==> src/rtl/i2c_bit_engine.sv <==
// Bit-level I2C master: turns START/STOP/WRITE/READ commands into open-drain
// SCL/SDA phases paced by a quarter-period tick, with stretching and arbitration.
module i2c_bit_engine (
  input  logic       clk,
  input  logic       reset,
  input  logic       tick,
  input  logic [1:0] cmd,
  input  logic       txBit,
  input  logic       cmdValid,
  output logic       cmdReady,
  output logic       done,
  output logic       rxBit,
  output logic       arbLost,
  output logic       sclOe,
  output logic       sdaOe,
  input  logic       sclIn,
  input  logic       sdaIn
);

  localparam int unsigned SYNC_W = 2;

  typedef enum logic [1:0] {
    CMD_START = 2'd0,
    CMD_STOP  = 2'd1,
    CMD_WRITE = 2'd2,
    CMD_READ  = 2'd3
  } cmd_e;

  typedef enum logic [2:0] {
    ST_IDLE,
    ST_WAIT,
    ST_A,
    ST_B,
    ST_C,
    ST_D
  } state_e;

  state_e            state, state_d;
  cmd_e              cmd_q, cmd_d;
  logic              tx_q, tx_d;
  logic              sample_q, sample_d;
  logic              scl_d, sda_d;
  logic              done_d, arb_d, rx_d;
  logic [SYNC_W-1:0] scl_sync, sda_sync;
  logic              scl_s, sda_s;

  // Two-flop synchronizers; idle-high so reset never looks like bus activity
  always_ff @(posedge clk) begin
    if (reset) begin
      scl_sync <= '1;
      sda_sync <= '1;
    end else begin
      scl_sync <= {scl_sync[0], sclIn};
      sda_sync <= {sda_sync[0], sdaIn};
    end
  end

  assign scl_s = scl_sync[SYNC_W-1];
  assign sda_s = sda_sync[SYNC_W-1];

  // Line drive {scl, sda} for the phase being entered (1 = pull low)
  function automatic logic [1:0] phase_drive(cmd_e c, logic t, state_e p);
    logic [1:0] d;
    d = 2'b00;
    case (c)
      CMD_START: begin
        case (p)
          ST_C:    d = 2'b01;
          ST_D:    d = 2'b11;
          default: d = 2'b00;
        endcase
      end
      CMD_STOP: begin
        case (p)
          ST_A:    d = 2'b11;
          ST_B:    d = 2'b01;
          default: d = 2'b00;
        endcase
      end
      CMD_WRITE: d = {(p == ST_A) || (p == ST_D), ~t};
      CMD_READ:  d = {(p == ST_A) || (p == ST_D), 1'b0};
      default:   d = 2'b00;
    endcase
    return d;
  endfunction

  always_comb begin
    state_d  = state;
    cmd_d    = cmd_q;
    tx_d     = tx_q;
    sample_d = sample_q;
    scl_d    = sclOe;
    sda_d    = sdaOe;
    done_d   = 1'b0;
    arb_d    = 1'b0;
    rx_d     = rxBit;

    case (state)
      ST_IDLE: begin
        if (cmdValid) begin
          state_d = ST_WAIT;
          cmd_d   = cmd_e'(cmd);
          tx_d    = txBit;
        end
      end
      ST_WAIT: if (tick) state_d = ST_A;
      ST_A:    if (tick) state_d = ST_B;
      ST_B:    if (tick && scl_s) state_d = ST_C;
      ST_C: begin
        if (tick) begin
          if (cmd_q == CMD_READ) sample_d = sda_s;
          // Driving a 1 but seeing a 0 means another master owns the bus
          if ((cmd_q == CMD_WRITE) && tx_q && !sda_s) begin
            state_d = ST_IDLE;
            done_d  = 1'b1;
            arb_d   = 1'b1;
            scl_d   = 1'b0;
            sda_d   = 1'b0;
          end else begin
            state_d = ST_D;
          end
        end
      end
      ST_D: begin
        if (tick) begin
          state_d = ST_IDLE;
          done_d  = 1'b1;
          if (cmd_q == CMD_READ) rx_d = sample_q;
        end
      end
      default: state_d = ST_IDLE;
    endcase

    if (state_d inside {ST_A, ST_B, ST_C, ST_D}) begin
      {scl_d, sda_d} = phase_drive(cmd_q, tx_q, state_d);
    end
  end

  always_ff @(posedge clk) begin
    if (reset) begin
      state    <= ST_IDLE;
      cmd_q    <= CMD_START;
      tx_q     <= 1'b0;
      sample_q <= 1'b0;
      cmdReady <= 1'b1;
      done     <= 1'b0;
      arbLost  <= 1'b0;
      rxBit    <= 1'b0;
      sclOe    <= 1'b0;
      sdaOe    <= 1'b0;
    end else begin
      state    <= state_d;
      cmd_q    <= cmd_d;
      tx_q     <= tx_d;
      sample_q <= sample_d;
      cmdReady <= (state_d == ST_IDLE);
      done     <= done_d;
      arbLost  <= arb_d;
      rxBit    <= rx_d;
      sclOe    <= scl_d;
      sdaOe    <= sda_d;
    end
  end

endmodule
==> config.mk <==
export PLATFORM = sky130hd
export DESIGN_NAME = i2c_bit_engine
export DESIGN_NICKNAME = d
export VERILOG_FILES = /design/src/rtl/i2c_bit_engine.sv
export SDC_FILE = /design/constraint.sdc
export NUM_CORES = 1
export LEC_CHECK = 0
export CORE_ASPECT_RATIO = 1.1
export CORE_MARGIN = 10
export CORE_UTILIZATION = 50
export DETAILED_ROUTE_END_ITERATION = 7
export GPL_TIMING_DRIVEN = 0
export PLACE_DENSITY = 0.75
export SETUP_SLACK_MARGIN = 0.3
export SLEW_MARGIN = 40
export SYNTH_ARGS = -nofsm -noshare
export SYNTH_HDL_FRONTEND = slang
export SYNTH_SLANG_ARGS = --single-unit
==> constraint.sdc <==
create_clock -name clk -period 3.67 [get_ports clk]
set_clock_uncertainty 0.05 [all_clocks]
set_input_delay 0.367 -clock clk [delete_from_list [all_inputs] [get_ports clk]]
set_output_delay 0.367 -clock clk [all_outputs]
set_load 0.005 [all_outputs]
==> summary.md, run 1 <==
| Metric | Value |
|---|---|
| Slew headroom | `0.703` |
| Final Net Count | `approximately 100` |
| Fraction of power spent switching nets | `0.315` |
| Final hold vios | `0` |
| Post-synthesis average cell area | `roughly 9.9 µm²` |
| Max H-tree Level | `1` |
| Clock share of power | `0.203` |
| Worst setup path endpoint | `sclOe` |
| Number of max-cap violations | `0` |
| Nets in the synthesized netlist | `86` |
| Final Cycle Share | `0.472` |
| Maximum frequency from static timing analysis | `between 500 and 600 MHz` |
| Sequential cell area in the final layout | `340 µm²` |
| Number of antenna violations at the first check in global routing | `0` |
| Number of failing setup endpoints in the final timing report | `0` |
| Final ANT Viol Nets | `0` |
| Critical setup path kind | `in -> reg` |
| Starting DRT DRC Count | `4` |
| Commonest non-fill, non-tap cells in the layout | `dfxtp_1 (17), clkdlybuf4s50_1 (13), nor2_1 (12), mux2i_1 (5)` |
| Worst Path Arrival | `1870 ps` |
| Mapped Cells | `77` |
| Number of buffer cells added on primary ports | `13` |
| Number of CTS-inserted buffers | `3` |
| Worst-case reg-to-reg path depth | `6` |
| Synthesis-stage register bit count | `17` |
| Share of cells above drive strength 1 | `0.191` |
| Total leakage power | `0.347 nW` |
| Cts repair resizes | `0` |
| Die height | `61.0 µm` |
| Internal power summed over all cells | `~0.33 mW` |
| Post-placement worst setup slack | `between 1500 and 2000 ps` |
| Setup slack, reg-to-reg | `2020 ps` |
| Area of the placeable core | `between 1000 and 1500 µm²` |
| TritonCTS clock tree | `built` |
| Die width | `57.3 µm` |
| Relative contribution of combinational cells to total power | `0.316` |
| Cell type with the highest aggregate area in the netlist | `dfxtp_1` |
| WL/cell | `between 10 and 15 µm` |
| Beginning of the critical path | `tick` |
| P_sw | `about 0.15 mW` |
| Number of iterations in the first detailed-routing pass | `2` |
| Final antenna diode count | `0` |
| Buffers inserted by post-CTS timing repair | `0` |
| Worst IR Drop VDD | `~310 µV` |
| Post-route setup TNS | `0 ps` |
| Post-synthesis instance area | `763 µm²` |
| Vias in the first global route | `598` |
| Starting density of the core | `0.545` |
| Std-Cell Rows | `14` |
| Sequential fraction of the synthesis area | `0.446` |
| Fill count | `~130` |
| Synth-to-Final Area Change | `23.1%` |
| Commonest non-fill, non-tap cell in the layout | `dfxtp_1` |
| Sum of internal, switching and leakage power | `0.476 mW` |
| Minimum setup slack in the final design | `1940 ps` |
| Max Buffers Root-to-Sink | `2` |
| Post-detailed-route DRC marker count | `0` |
| Area of combinational cells with multiple inputs | `403 µm²` |
| First-pass GRT wire length | `2.54 mm` |
| Final count of pins violating max slew | `0` |
| Status | `finished, final reports clean` |
| Power Dens Cells | `a little over 500 nW/µm²` |
| Hold Slack | `363 ps` |
| Peak fanout along the critical path | `7` |
| Async SR Flop Fraction | `0` |
| Required time reported for the critical path endpoint | `between 3000 and 4000 ps` |
| Clock latency on the worst-skew pair | `290 ps` |
| R2r endpoint | `sclOe` |
| Pin slew with the least headroom to its limit | `445 ps` |
| Yosys top cell area share | `0.446` |
| Cts-stage hold buffer count | `0` |
| Tmin final | `approximately 1700 ps` |
| RSZ-0062 raised after global routing | `no` |
| Overall global routing resource usage | `0.0894` |
| HPWL Detailed | `1.15 mm` |
| Overflow left after global routing | `0` |
| Class of the tightest hold or removal check | `reg -> reg` |
| EDFF count, synth | `0` |
| Top Ports | `15` |
| Via-to-Cell Ratio | `5.24` |
| Sort of element at the end of the critical path | `flip-flop` |
| Routability congestion estimate from global placement | `slightly above 0.7` |
| Via total after detailed routing | `576` |
| Total of warnings raised by yosys | `0` |
| Launching point of the worst reg2reg path | `state[2]` |
| Die area | `3490 µm²` |
| Count of cell types in the netlist | `29` |
| Drt total wl | `1.50 mm` |
| Clk pin slew, worst setup/hold paths | `90 ps` |
| # clock sinks | `17` |
| Top area cells in the synthesized netlist | `dfxtp_1 (45%), mux2i_1 (6.6%), nor2_1 (5.9%)` |
| Flop pwr share | `0.480` |
| Maximum number of pins on one net before global-route repair | `11` |
| Clock Tree Root | `clkbuf_4` |
| Final core utilization | `0.671` |
| Primary flip-flop cell chosen by synthesis mapping | `dfxtp_1` |
| Kind of start point of the critical path | `primary input` |
## sequential cells by signal, indices dropped and copies added, names as in the netlist, 2 cells and up
signal    cells
sda_sync      2
scl_sync      2
state         3
cmd_q         2
## routing by layer
layer / wire length, µm / global-route usage / part of all wire / vias up
li1: - / - / - / 300
met1: 660 / 0.0911 / 0.44 / 262
met2: 713 / 0.163 / 0.48 / 10
met4: 28 / 0.0403 / 0.019 / 0
met5: 0 / 0 / 0 / -
met3: 92 / 0.0313 / 0.062 / 4
## layout make-up
type / instances / area share
multi-input combinational: 55 / 0.429
sequential: 17 / 0.362
timing repair buffer: 13 / 0.138
clock buffer: 4 / 0.0280
tap: 16 / 0.0213
buffer: 3 / 0.0133
inverter: 2 / 0.00799
## power by group through the flow
stage | clock, mW | sequential, mW | combinational (mW)
CTS | 0.0995 | 0.228 | 0.153
global placement | 0 | 0.232 | 0.150
global route | 0.104 | 0.232 | 0.168
detailed placement | 0 | 0.232 | 0.152
floorplan | 0 | 0.229 | 0.106
finish | 0.0967 | 0.229 | 0.151
## synthesized netlist by cell type (2+ instances only)
| master | count |
|---|---|
| a21oi_2 | 3 |
| nor3b_1 | 3 |
| nand2_1 | 2 |
| nand3_1 | 2 |
| inv_1 | 2 |
| or2_2 | 4 |
| dfxtp_1 | 17 |
| mux2i_1 | 5 |
| a31oi_1 | 2 |
| nor2_1 | 12 |
| clkbuf_1 | 2 |
| nor2b_1 | 4 |
| xor2_1 | 3 |
## critical path, stage by stage
cell	delay (ps)
clkdlybuf4s50_1	540
nor2b_1	230
a31oi_1	230
nand3_1	120
xor2_1	170
o41ai_2	210
## per-stage QoR
| stage | area [µm²] | instances |
|---|---|---|
| finish | 940 | 110 |
| floorplan | 763 | 77 |
| detailed placement | 913 | 106 |
| global placement | 913 | 106 |
| global route | 940 | 110 |
| CTS | 940 | 110 |
## how the worst min path moves through the flow
stage                       end  slack (ps)   startpoint  cells past startpoint
floorplan           scl_sync[1]         340  scl_sync[0]                      1
CTS                 scl_sync[1]         370  scl_sync[0]                      1
detailed placement  scl_sync[1]         340  scl_sync[0]                      1
finish              scl_sync[1]         360  scl_sync[0]                      1
global route        scl_sync[1]         380  scl_sync[0]                      1
global placement    scl_sync[1]         340  scl_sync[0]                      1
## cells by family after synthesis
kind of cell | count (synthesis) | synth area share
multiplexers | 5 | 0.0656
AO/OA/AOI/OAI | 12 | 0.152
XOR/XNOR | 3 | 0.0344
AND/OR/NAND/NOR | 35 | 0.275
flip-flops | 17 | 0.446
buffers and inverters | 5 | 0.0262
Power figures use the tool's default switching activity.
==> inputs of run 2 (changes only) <==
--- a/config.mk
+++ b/config.mk
@@ -7,10 +7,10 @@
 export LEC_CHECK = 0
 export CORE_ASPECT_RATIO = 1.1
 export CORE_MARGIN = 10
-export CORE_UTILIZATION = 50
+export CORE_UTILIZATION = 48
 export DETAILED_ROUTE_END_ITERATION = 7
 export GPL_TIMING_DRIVEN = 0
-export PLACE_DENSITY = 0.75
+export PLACE_DENSITY = 0.72
 export SETUP_SLACK_MARGIN = 0.3
 export SLEW_MARGIN = 40
 export SYNTH_ARGS = -nofsm -noshare
==> constraint.sdc (replaced) <==
create_clock -name clk -period 1.7 [get_ports clk]
set_clock_uncertainty 0.05 [all_clocks]
set_input_delay 0.17 -clock clk [delete_from_list [all_inputs] [get_ports clk]]
set_output_delay 0.17 -clock clk [all_outputs]
set_load 0.005 [all_outputs]
==> run 2 against run 1 <==
  * Final cell count rose by 6.4%
  * First-iteration DRC count up 100%
  * Register-to-register slack worse by 1700 ps
  * Setup slack got worse by 1600 ps
  * Critical path type is now reg -> reg
  * Critical path depth fell by 1
  * Die area up 2.7%
==> summary.md, run 2 (synthesis results as in run 1) <==
| Metric | Value |
|---|---|
| Status | `finished, final reports clean` |
| Class of the tightest hold or removal check | `in -> reg` |
| Worst Path Arrival | `1520 ps (-350 ps)` |
| Relative contribution of combinational cells to total power | `0.381 (+0.065)` |
| Starting DRT DRC Count | `8 (+4)` |
| Final ANT Viol Nets | `0 (unchanged)` |
| Clock latency on the worst-skew pair | `290 ps (about the same)` |
| Clock Tree Root | `clkbuf_4` |
| Top Ports | `15 (unchanged)` |
| Cts-stage hold buffer count | `0 (unchanged)` |
| WL/cell | `15.1 µm (+11%)` |
| Post-detailed-route DRC marker count | `0 (unchanged)` |
| Worst IR Drop VDD | `766 µV (+150%)` |
| Fraction of power spent switching nets | `0.332 (+0.0171)` |
| Via total after detailed routing | `616 (+6.9%)` |
| Share of cells above drive strength 1 | `0.400 (+0.209)` |
| Std-Cell Rows | `15 (+1)` |
| Post-DP Area | `917 µm² (+0.41%)` |
| Total leakage power | `0.414 nW (+19%)` |
| # clock sinks | `17 (unchanged)` |
| Via-to-Cell Ratio | `5.26 (+0.55%)` |
| Final Net Count | `110 (+5.8%)` |
| Maximum frequency from static timing analysis | `708 MHz` |
| Slowest Stage Delay on Critical Path | `430 ps (-110 ps)` |
| Overall global routing resource usage | `0.0957 (+0.00626)` |
| Largest register by flop count | `state` |
| Number of antenna violations at the first check in global routing | `0 (unchanged)` |
| Number of max-cap violations | `0 (unchanged)` |
| Number of cells on the worst hold path | `2 (+1)` |
| Final non-filler cell area | `1100 µm² (+17%)` |
| Kind of start point of the critical path | `flip-flop` |
| Max Buffers Root-to-Sink | `2 (unchanged)` |
| Die area | `3590 µm² (+2.7%)` |
| Cell Chain, Critical Path | `nand4bb_4 -> a21bo_4 -> a21oi_4 -> a2111o_1 -> a21oi_2` |
| First-pass GRT wire length | `2.71 mm (+6.8%)` |
| TritonCTS clock tree | `built` |
| Slew headroom | `0.693 (-0.0105)` |
| Kind of cell adding the most delay to the critical path | `compound AO/OA/AOI/OAI gates` |
| Number of buffer and inverter instances along the worst setup path | `0 (-1)` |
| Synth-to-Final Area Change | `43.6%` |
| Number of CTS-inserted buffers | `3 (unchanged)` |
| Maximum number of pins on one net before global-route repair | `11 (unchanged)` |
| Sum of internal, switching and leakage power | `1.16 mW (+140%)` |
| Final count of pins violating max slew | `0 (unchanged)` |
| Clock share of power | `0.184 (-0.019)` |
| Final hold vios | `0 (unchanged)` |
| Routability congestion estimate from global placement | `0.750 (+5.5%)` |
| Clk pin slew, worst setup/hold paths | `100 ps (about the same)` |
| Final core utilization | `0.712 (+0.0417)` |
| RSZ-0062 raised after global routing | `yes` |
| Critical-path top delay cell | `dfxtp_2` |
| Critical setup path kind | `reg -> reg` |
| Number of buffer cells added on primary ports | `13 (unchanged)` |
| Starting density of the core | `0.496 (-0.0487)` |
| Number of flip-flops in the largest register | `3 (unchanged)` |
| Overflow left after global routing | `0 (unchanged)` |
| Drt total wl | `1.76 mm (+18%)` |
| Sort of element at the end of the critical path | `flip-flop` |
| Internal power summed over all cells | `0.777 mW (+140%)` |
| Max H-tree Level | `1 (unchanged)` |
| Required time reported for the critical path endpoint | `1810 ps (-2000 ps)` |
| Vias in the first global route | `635 (+6.2%)` |
| Number of iterations in the first detailed-routing pass | `4 (+2)` |
| Power Dens Cells | `1060 nW/µm² (+110%)` |
| Final antenna diode count | `0 (unchanged)` |
| Commonest non-fill, non-tap cells in the layout | `dfxtp_1 (12), clkdlybuf4s50_1 (12), nor2_1 (9), buf_4 (6), mux2i_1 (5)` |
| Area of the placeable core | `1540 µm² (+9.8%)` |
| Die height | `61.8 µm (+1.4%)` |
| Number of failing setup endpoints in the final timing report | `0 (unchanged)` |
| Pin slew with the least headroom to its limit | `461 ps (+15.7 ps)` |
| Final Cycle Share | `0.830` |
| Flop pwr share | `0.435 (-0.045)` |
| Worst path depth | `5 (-1)` |
| HPWL Detailed | `1.18 mm (+2.6%)` |
| Worst-case reg-to-reg path depth | `5 (-1)` |
| Die width | `58.0 µm (+1.3%)` |
| P_sw | `0.386 mW (+160%)` |
| Tmin final | `1410 ps` |
| Peak fanout along the critical path | `6 (-1)` |
## run 2: cell type report
class	instances	area, µm²
Clock buffer	3	22.5
Inverter	2	7.51
Buffer	3	18.8
Clock inverter	1	5.00
Timing Repair Buffer	19	174
Tap cell	17	21.3
Sequential cell	17	354
Multi-Input combinational cell	55	493
Fill cell	122	443
## run 2: what timing repair did
| item | 4_1_cts | 5_1_grt |
|---|---|---|
| endpoints found under the setup margin | 6 | 6 |
| gates resized for setup | 17 | 9 |
| buffers inserted | 3 | 3 |
| pin swaps | 4 | 7 |
## run 2: layer usage
metal,wire [µm],vias up,global-route usage,part of all wire
met5,0,-,0,0
li1,-,312,-,-
met4,20,0,0.0403,0.011
met3,60,4,0.0224,0.034
met1,763,289,0.104,0.43
met2,917,11,0.175,0.52
## run 2: final timing paths
| path | start | to | slack, ps |
|---|---|---|---|
| worst min register to register | scl_sync[0] | scl_sync[1] | 370 |
| worst min-delay path | reset | state[2] | 270 |
| worst max register to register | cmd_q[1] | sdaOe | 290 |
| worst max-delay path | cmd_q[1] | sdaOe | 290 |
## run 2: through the flow
step | instances | setup TNS (ps) | worst slack [ps] | hold slack (ps)
2_1_floorplan | 77 | 0 | 293 | 224
3_3_place_gp | 107 | -301 | -133 | 344
6_report | 117 | 0 | 289 | 270
5_1_grt | 117 | 0 | 206 | 334
3_5_place_dp | 107 | -332 | -161 | 349
4_1_cts | 114 | 0 | 256 | 290
## run 2: power by group through the flow
stage          clock, mW  combinational, mW  sequential (mW)
3_3_place_gp           0              0.327            0.500
3_5_place_dp           0              0.332            0.503
2_1_floorplan          0              0.230            0.496
4_1_cts            0.215              0.391            0.505
5_1_grt            0.226              0.481            0.513
6_report           0.214              0.443            0.506
